<file path="config.mk">
export PLATFORM = sky130hd
export DESIGN_NAME = alu_arbiter
export DESIGN_NICKNAME = d
export VERILOG_FILES = /design/src/rtl/alu_pkg.sv /design/src/rtl/alu_arbiter_alu.sv /design/src/rtl/alu_arbiter.sv
export SDC_FILE = /design/constraint.sdc
export NUM_CORES = 1
export LEC_CHECK = 0
export CAP_MARGIN = 20
export CORE_MARGIN = 2
export CORE_UTILIZATION = 44
export DETAILED_ROUTE_END_ITERATION = 6
export PLACE_DENSITY = 0.79
export SLEW_MARGIN = 20
export SYNTH_ARGS = -nofsm -noshare
export SYNTH_HDL_FRONTEND = slang
export SYNTH_SLANG_ARGS = --single-unit
</file>
<file path="constraint.sdc">
create_clock -name Clk -period 2.8 [get_ports Clk]
set_input_delay 0.42 -clock Clk [delete_from_list [all_inputs] [get_ports Clk]]
set_output_delay 0.42 -clock Clk [all_outputs]
set_load 0.1 [all_outputs]
</file>
<file path="src/rtl/alu_pkg.sv">
// alu_pkg: shared opcode/state enums and default datapath width for alu_arbiter
package alu_pkg;
  localparam int W_DEF = 8;
  typedef enum logic [1:0] {ADD = 2'b00, LSH = 2'b01, AND = 2'b10, XOR = 2'b11} aluop_t;
  typedef enum logic [1:0] {IDLE, EXEC, HOLD} state_t;
endpackage

</file>
<file path="src/rtl/alu_arbiter_alu.sv">
// alu_arbiter_alu: combinational ALU with carry, zero and parity flags
module alu_arbiter_alu
  import alu_pkg::*;
#(
  parameter int W = W_DEF
) (
  input  logic [1:0]   op,
  input  logic [W-1:0] a,
  input  logic [W-1:0] b,
  output logic [W-1:0] y,
  output logic         zero,
  output logic         par,
  output logic         co
);
  assign {co, y} = op == ADD ? {1'b0, a} + {1'b0, b} :
                   op == LSH ? {a, 1'b0} :
                   op == AND ? {1'b0, a & b} : {1'b0, a ^ b};
  assign zero = y == '0;
  assign par = ^y;
endmodule

</file>
<file path="src/rtl/alu_arbiter.sv">
// alu_arbiter: two-requester round-robin front end sharing one registered ALU
module alu_arbiter
  import alu_pkg::*;
#(
  parameter int W = W_DEF
) (
  input  logic         Clk,
  input  logic         Reset,
  input  logic         Req0,
  input  logic         Req1,
  input  logic [1:0]   Op0,
  input  logic [1:0]   Op1,
  input  logic [W-1:0] A0,
  input  logic [W-1:0] B0,
  input  logic [W-1:0] A1,
  input  logic [W-1:0] B1,
  input  logic         Ack,
  output logic         Gnt0,
  output logic         Gnt1,
  output logic         Valid,
  output logic         RsltId,
  output logic [W-1:0] Rslt,
  output logic         Zero,
  output logic         Par,
  output logic         SCo
);
  state_t state, state_nx;
  logic last, arb, cap, win;
  logic [1:0] op_q;
  logic [W-1:0] a_q, b_q, y;
  logic z, p, c;
  always_comb begin
    arb = state == IDLE || (state == HOLD && Ack);
    cap = arb && (Req0 || Req1);
    win = Req0 && Req1 ? ~last : Req1;
    state_nx = cap ? EXEC : state == EXEC ? HOLD : arb ? IDLE : state;
  end
  always_ff @(posedge Clk) state <= Reset ? IDLE : state_nx;
  // last doubles as the owner of the operation in flight
  always_ff @(posedge Clk) begin
    if (Reset) begin
      last <= 1'b1;
      {Gnt0, Gnt1, Valid, RsltId, Zero, Par, SCo} <= '0;
      Rslt <= '0;
      op_q <= '0;
      a_q <= '0;
      b_q <= '0;
    end else begin
      Gnt0 <= cap && !win;
      Gnt1 <= cap && win;
      if (cap) begin
        last <= win;
        op_q <= win ? Op1 : Op0;
        a_q <= win ? A1 : A0;
        b_q <= win ? B1 : B0;
      end
      if (state == EXEC) begin
        Valid <= 1'b1;
        RsltId <= last;
        Rslt <= y;
        Zero <= z;
        Par <= p;
        SCo <= c;
      end else if (state == HOLD && Ack) Valid <= 1'b0;
    end
  end
  alu_arbiter_alu #(.W(W)) u_alu (
    .op(op_q), .a(a_q), .b(b_q), .y(y), .zero(z), .par(p), .co(c)
  );
endmodule

</file>
After elaboration in Yosys (flattened, before gate mapping)
Index checks and enable logic that the tools add are counted.
Cells by class
  muxes and demuxes: 12
  divide/modulo/power cells: 0
  multipliers: 0
  order comparisons: 0
  $add $sub $neg: 1
  shifts and indexed selects: 0
  reductions and logical operators: 16
  bitwise operators: 3
  eq/ne operators: 4
Operators by type and width (count)
  8-bit two-way mux: 3
  9-bit two-way mux: 2
  8-bit by 8-bit adder with 9-bit output: 1
  8-bit AND: 1
  8-bit logical NOT: 1
  8-bit parity: 1
  8-bit bitwise XOR: 1
  2-bit two-way mux: 3
  1-bit logical AND: 5
  2-bit by 1-bit == test with 1-bit output (second input constant): 2
  2-bit == test (second input constant): 2
  2-bit logical NOT: 2
  1-bit two-way mux: 4
  2-bit nonzero test: 2
  3-bit nonzero test: 1
  1-bit logical OR: 2
  2-bit OR reduction: 1
  1-bit logical NOT: 1
  1-bit NOT: 1
Storage, ports and cells
  bits in latches: 0
  memories kept: 0
  register bits: 36
  bits in writable memories: 0
  logic and storage cells: 50
  bits of input ports: 41
  ROM bits: 0

Logic depth before layout (Yosys ltp)
Gate-level depths: netlist of run 1.
  word-level depth: 6
  mapped depth: 11

Modules after synthesis
A second synthesis of run 1 with hierarchy kept.
Second synthesis, totals
  cell total of the unflattened synthesis: 227
  area total of the unflattened synthesis: 2240.9 µm²
Modules (own cells, without submodules)
  alu_arbiter: area each 1498.9 µm², sequential area each 720.7 µm², instances 1, cells each 135
  alu_arbiter_alu: area each 742.0 µm², sequential area each 0.0 µm², instances 1, cells each 92

Least setup slack after synthesis of run 1
Ideal clock, no wire load.
  path kind: register to register
  start: reg a_q[0]
  end: reg Par
  setup slack: 0.193 ns
  cell stages (with the launch flop): 10
  library setup time: 0.086 ns
  arrival time: 2.521 ns
  required time: 2.714 ns
  path through: dfxtp_1 > ha_1 > fa_1 > a211oi_1 > o31ai_1 > or2_2 > ha_1 > xor2_1 > xnor2_1 > a211oi_1
On the way
  cells in the longest elaborated chain, start to end: 5
RTL lines
  from (decl): RTL line alu_arbiter.sv:30  | logic [W-1:0] a_q, b_q, y;
  from (signal assigned): RTL line alu_arbiter.sv:54  | a_q <= win ? A1 : A0;
  parallel branches: the longest is 3 deep, another holds 8-bit by 8-bit adder with 9-bit output
  9-bit two-way mux (*): RTL line alu_arbiter_alu.sv:15  | assign {co, y} = op == ADD ? {1'b0, a} + {1'b0, b} :
  8-bit parity (*): RTL line alu_arbiter_alu.sv:19  | assign par = ^y;
  to (signal assigned): RTL line alu_arbiter.sv:62  | Par <= p;
  to (decl): RTL line alu_arbiter.sv:24  | output logic Par,
Every way passes the cells marked *.
A chain may end at the register's enable or synchronous reset.

Final worst setup path of run 1
Same ends and word-level chain as after synthesis.

==> metrics.log, run 1 <==
[metrics] number of synthesized flops with an enable pin: 0
[metrics] data arrival time of the critical path: 2.76 ns
[metrics] post-cts hold buffer count: 0
[metrics] setup repair after global routing missed its margin: no
[metrics] endpoint of the worst register-to-register path: Par
[metrics] power per cell area: about 600 nW/um2
[metrics] initial antenna violation count: 0
[metrics] boundary pin count: 56
[metrics] distinct cell type count after synthesis: 47
[metrics] Die Wd: 72.5 um
[metrics] non-filler instance count after layout: 322
[metrics] Synth Register Bits: 36
[metrics] CORE AREA: between 4000 and 5000 um2
[metrics] part of the cycle the worst path needs: between 90% and 100%
[metrics] synthesized area per cell: 9.69 um2
[metrics] clock root cell: sky130_fd_sc_hd__clkbuf_8
[metrics] worst setup slack for register-to-register paths: 0.25 ns
[metrics] Die H: 72.5 um
[metrics] cts bufs inserted: 5
[metrics] clock-pin slew on the worst setup and hold paths: approximately 0.07 ns
[metrics] final max-slew violation count: 0
[metrics] fraction of post-synthesis cell area in the top cell type by area: 34.9%
[metrics] Max-Cap Viols: 0
[metrics] Slew HR: 68.4%
[metrics] Final #Nets: 324
[metrics] placed cells: 314
[metrics] post-route antenna net violation count: 0
[metrics] Total Neg Setup Slack: 0 ns
[metrics] Final Wtd Congestion: ~0.94
[metrics] cell types with the largest area share after synthesis: sky130_fd_sc_hd__dfxtp_1, sky130_fd_sc_hd__a221o_1, sky130_fd_sc_hd__ha_1, sky130_fd_sc_hd__and2_0, sky130_fd_sc_hd__mux2i_1
[metrics] transition time at the pin with the least slew margin: 0.473 ns
[metrics] Antenna diodes: 0
[metrics] clock latency on the worst-skew pair: 0.29 ns
[metrics] switching part of the total power: between 30 and 40%
[metrics] clock skew: 0.00498 ns
[metrics] count of synthesis-stage warnings from yosys: 0
[metrics] Adder-Cell Fraction of Synth Area: between 8 and 9%
[metrics] Compound-Gate Fraction of Synth Area: 25.3%
[metrics] largest family of logic cells by synthesized area: compound AO/OA/AOI/OAI gates
[metrics] number of clock sinks: 36
[metrics] mux contribution to synthesized area: 5.09%
[metrics] startpoint type of the worst setup path: flop
[metrics] deepest clock path buffer count: 2
[metrics] Final Critical Period: approximately 2.6 ns
[metrics] sequential cell fraction of total power: a little under two fifths
[metrics] count of input and output buffers: 55
[metrics] detailed-route wire length: 4.38 mm
[metrics] number of failing setup endpoints in the final timing report: 0
[metrics] router iterations before antenna repair: 4
[metrics] die area: 5260 um2
[metrics] mean routed wirelength per cell: 13.6 um
[metrics] Yosys top cell by area: sky130_fd_sc_hd__dfxtp_1
[metrics] clock network fraction of design power: 22.8%
[metrics] residual overflow from global routing: 0
[metrics] end point of the most critical hold path: Rslt[1]
[metrics] portion of total power attributed to combinational logic: 40.5%
[metrics] vias after detailed routing: 1808
[metrics] total chip power: around 1.7 mW
[metrics] DRC errors left: 0
[metrics] number of hold violations in the final report: 0
[metrics] status: finished, final reports clean
[metrics] Setup CP Type: flop to flop
[metrics] post-synthesis simple-gate area fraction: 19.8%
[metrics] HPWL after DPL: 3.42 mm
[metrics] filler cell count in the final layout: 389
[metrics] FFs w/ async S/R, synth: 0%
[metrics] Worst setup EP type: flop
[metrics] top fanout value on the critical path: 4
[metrics] total net switching power: 624 uW
[metrics] total track usage: 18.2%
[metrics] via count of the first global-routing pass: approximately 1600
[metrics] Hold Path Depth: 2
[metrics] Rows: 24
[metrics] leading cell type in the layout, fill and taps excluded: sky130_fd_sc_hd__clkdlybuf4s50_1
[metrics] pin count of the biggest net entering global routing: 20
[metrics] worst reg2reg startpoint: a_q[0]
[metrics] worst hold path class: flop to flop
[metrics] leading cell types in the layout, fill and taps excluded: sky130_fd_sc_hd__clkdlybuf4s50_1, sky130_fd_sc_hd__dfxtp_1, sky130_fd_sc_hd__buf_4, sky130_fd_sc_hd__and2_0, sky130_fd_sc_hd__a221o_1
[metrics] Leak: between 1 and 1.5 nW
[metrics] area added between synthesis and finish: 31.0%
[metrics] Power Internal: 1.04 mW
[metrics] synthesized-area fraction occupied by xor and xnor cells: 1.70%
[metrics] effective utilization at floorplan: between 40% and 50%
[metrics] most frequently used flop master after synthesis: sky130_fd_sc_hd__dfxtp_1
[metrics] count of H-tree levels built during CTS: 2
[metrics] Net Count, Synth: 268
[metrics] proportion of synthesized chip area in sequential cells: a little over a third
[metrics] required time at the worst-slack endpoint: roughly 3.0 ns
[metrics] number of cells produced by synthesis: 213
[metrics] Worst IR Drop VDD: 0.000220 V
[metrics] Fmax achieved: roughly 0.39 GHz
[metrics] synthesized area: a little over 2000 um2
[metrics] fraction of final layout cells with drive strength greater than 1: 14.1%
[metrics] first-pass GRT wire length: 7.51 mm
[metrics] initial DRC count: 96
[metrics] mean number of vias per cell: between 5 and 6
[metrics] launch instance of the worst min-delay path: Rslt[1]
[metrics] TritonCTS clock tree: built
[metrics] R2R depth: 11
==> metal layers <==
metal  vias to the layer above  global-route usage [%]  part of all wire [%]
li1                        928                       -                     -
met1                       813                    24.5                    46
met2                        60                    27.6                    46
met3                         7                    4.86                   5.5
met4                         0                    7.61                   1.8
met5                         -                       0                     0
==> cells in the mapped netlist (3+ instances only) <==
cell / n
sky130_fd_sc_hd__dfxtp_1: 36
sky130_fd_sc_hd__a221o_1: 18
sky130_fd_sc_hd__and2_0: 18
sky130_fd_sc_hd__nor2_1: 15
sky130_fd_sc_hd__ha_1: 13
sky130_fd_sc_hd__a21oi_1: 10
sky130_fd_sc_hd__nand2_1: 9
sky130_fd_sc_hd__nand3b_1: 7
sky130_fd_sc_hd__a211oi_1: 6
sky130_fd_sc_hd__mux2i_1: 6
sky130_fd_sc_hd__nor3_1: 5
sky130_fd_sc_hd__o21ai_0: 5
sky130_fd_sc_hd__clkbuf_1: 4
sky130_fd_sc_hd__nand2b_1: 4
sky130_fd_sc_hd__o211ai_1: 4
sky130_fd_sc_hd__o31ai_1: 4
sky130_fd_sc_hd__a2bb2oi_1: 3
sky130_fd_sc_hd__buf_6: 3
sky130_fd_sc_hd__inv_1: 3
sky130_fd_sc_hd__nand3_1: 3
sky130_fd_sc_hd__or2_2: 3
sky130_fd_sc_hd__xor2_1: 3
==> registers in the layout, summed over array words and instances (netlist names) <==
register,count
Gnt0,1
Gnt1,1
Par,1
Rslt,8
RsltId,1
SCo,1
Valid,1
Zero,1
a_q,8
b_q,8
last,1
op_q,2
state,2
==> worst max path at each step <==
stage | to | slack (ns) | cells after the start | startpoint
final | Par | 0.25 | 11 | a_q[0]
after detailed placement | Par | 0.18 | 11 | a_q[0]
after CTS | Par | 0.17 | 11 | a_q[0]
after global placement | Par | 0.25 | 9 | a_q[0]
after floorplan | Par | 0.19 | 9 | a_q[0]
after global routing | Par | 0.03 | 11 | a_q[0]
==> stage by stage <==
| step | setup slack, ns | cell area [um2] | hold slack (ns) | util [%] |
|---|---|---|---|---|
| after floorplan | 0.193 | 2060 | 0.460 | - |
| after global placement | 0.254 | 2610 | 0.443 | 58.7 |
| after detailed placement | 0.179 | 2610 | 0.449 | 58.7 |
| after CTS | 0.168 | 2700 | 0.459 | 60.8 |
| after global routing | 0.0308 | 2710 | 0.496 | 60.9 |
| final | 0.246 | 2710 | 0.455 | 60.9 |
==> timing repair <==
action,4_1_cts,5_1_grt
buffers inserted,0,0
resized for setup,0,1
endpoints found under the setup margin,0,1
==> power by group through the flow <==
stage               clock network (mW)  logic, mW  registers [mW]
floorplan                            0      0.363           0.770
global placement                     0      0.665           0.622
detailed placement                   0      0.674           0.624
CTS                              0.385      0.677           0.613
global route                     0.411      0.738           0.620
finish                           0.381      0.675           0.612
==> logic make-up after synthesis <==
kind of cell	after synthesis
AO/OA/AOI/OAI	64
XOR/XNOR	4
adder cells (fa/ha/maj)	14
buffers and inverters	15
flip-flops	36
multiplexers	8
AND/OR/NAND/NOR	72
==> area by class of cell <==
| class | instances | area [um2] | share of cell area (%) |
|---|---|---|---|
| Clock buffer | 8 | 90.1 | 3.33 |
| Multi-Input combinational cell | 162 | 1260 | 46.6 |
| Inverter | 3 | 11.3 | 0.416 |
| Tap cell | 52 | 65.1 | 2.41 |
| Sequential cell | 36 | 721 | 26.6 |
| Timing Repair Buffer | 61 | 558 | 20.6 |
==> worst max-delay path, stage by stage, from the launching register on <==
cell and delay, ns:
sky130_fd_sc_hd__dfxtp_1 0.33, sky130_fd_sc_hd__ha_1 0.24, sky130_fd_sc_hd__fa_1 0.43, sky130_fd_sc_hd__a211oi_2 0.23
sky130_fd_sc_hd__buf_4 0.16, sky130_fd_sc_hd__o211ai_1 0.09, sky130_fd_sc_hd__o31ai_1 0.11, sky130_fd_sc_hd__or2_2 0.17
sky130_fd_sc_hd__ha_1 0.23, sky130_fd_sc_hd__xor2_1 0.15, sky130_fd_sc_hd__xnor2_1 0.12, sky130_fd_sc_hd__a211oi_1 0.21
Note: power is estimated with default switching activity, not from simulation.
==> inputs of run 2 (changes only) <==
--- a/config.mk
+++ b/config.mk
@@ -8,6 +8,7 @@
 export CAP_MARGIN = 20
 export CORE_MARGIN = 2
 export CORE_UTILIZATION = 44
+export CTS_CLUSTER_SIZE = 28
 export DETAILED_ROUTE_END_ITERATION = 6
 export PLACE_DENSITY = 0.79
 export SLEW_MARGIN = 20
==> results of run 2 <==
No change in the layout: final DEF, timing and power equal those of run 1.
==> edit: new RTL, settings of run 2 <==
`W_DEF`: 8 -> 7.
--- a/src/rtl/alu_pkg.sv
+++ b/src/rtl/alu_pkg.sv
@@ -2,3 +2,3 @@
 package alu_pkg;
-  localparam int W_DEF = 8;
+  localparam int W_DEF = 7;
   typedef enum logic [1:0] {ADD = 2'b00, LSH = 2'b01, AND = 2'b10, XOR = 2'b11} aluop_t;
Ports: changed (5 resized); port bits go from 56 to 51. No check against the original RTL was run, so the function may have changed too.
==> edit against run 2 <==
- the run now ends with setup timing left
- final area is 8.1% lower
- largest cell class unchanged
- utilization rose by 1.7 points
- power fell by 0.74%
- wire length decreased by 9.1%
- setup slack worse by 300 ps
- sequential cell count decreased by 3
- synthesized area is 13% lower
- cell count fell by 6.2%
- synthesized cell count fell by 8.0%
==> edit: results (changes against run 2) <==
Sequential cell area share: 26.6% (about the same)
Via total after detailed routing: 1624 (-10%)
Rows: 23 (-4.2%)
Placed inst area: 2340 um^2 (-10%)
TNS Setup: -53.4 ps (-53.4 ps)
Multi-input combinational area share: 41.3% (-5.3 points)
Seq pwr share: 34.5% (-2.2 points)
Part of the Yosys area used for sequential elements: 36.9% (+2.0 points)
Largest net degree at the start of global routing: 19 (-5.0%)
Failing checks: setup timing
# resized after CTS: 2 (+2)
Setup violators final: 1 (+1)
Clock share of power: 27.5% (+4.7 points)
I/O Buffers: 50 (-9.1%)
Slew @ Worst Pin: 718 ps (+246 ps)
Fillers: 360 (-7.5%)
Peak VDD IR: 0.431 mV (+96%)
Post-detail-place hpwl: 2940 um (-14%)
Outcome: finished, violations left
Hold WS: 468 ps (+12.3 ps)
Tot Pwr: 1.66 mW (-0.74%)
Clkbuf count: 7 (-1)
Global-route wire length before repair: 6560 um (-13%)
Multi-input gate count: 129 (-20%)
Setup ws final: -53.4 ps (-300 ps)
Clock buf/inv share: 4.68% (+1.4 points)
Fraction of layout cells with a size suffix above 1: 17.9% (+3.8 points)
Flop and latch count out of synthesis: 33 (-8.3%)
## edit: changes by cell type after synthesis, moves of 4 or more
cell and delta:
inv_1 +20, nand2_1 +5, a221o_1 -18, and2_0 -18, a222oi_1 +16, o211ai_1 -4, o31ai_1 -4
## edit: critical path, delay by kind of cell, from the launching register on
kind	cells	cell delay, ps
compound gates	1	140
flops	1	350
buf+inv	1	50
simple gates	4	570
fa+ha+maj	3	800
xor+xnor	3	380
mux	1	500
## edit: worst min path at each step
stage             from       to  depth (start not counted)
2_1_floorplan   b_q[0]   b_q[0]                          2
3_3_place_gp   Rslt[2]  Rslt[2]                          2
3_5_place_dp    RsltId   RsltId                          2
4_1_cts         RsltId   RsltId                          2
5_1_grt         RsltId   RsltId                          2
6_report        RsltId   RsltId                          2
## edit: metal layers
layer  global-route usage, %  part of all wire [%]
met1                    23.8                    44
met2                    30.6                    49
met5                       0                     0
met4                    6.75                   1.3
met3                    5.43                   6.2
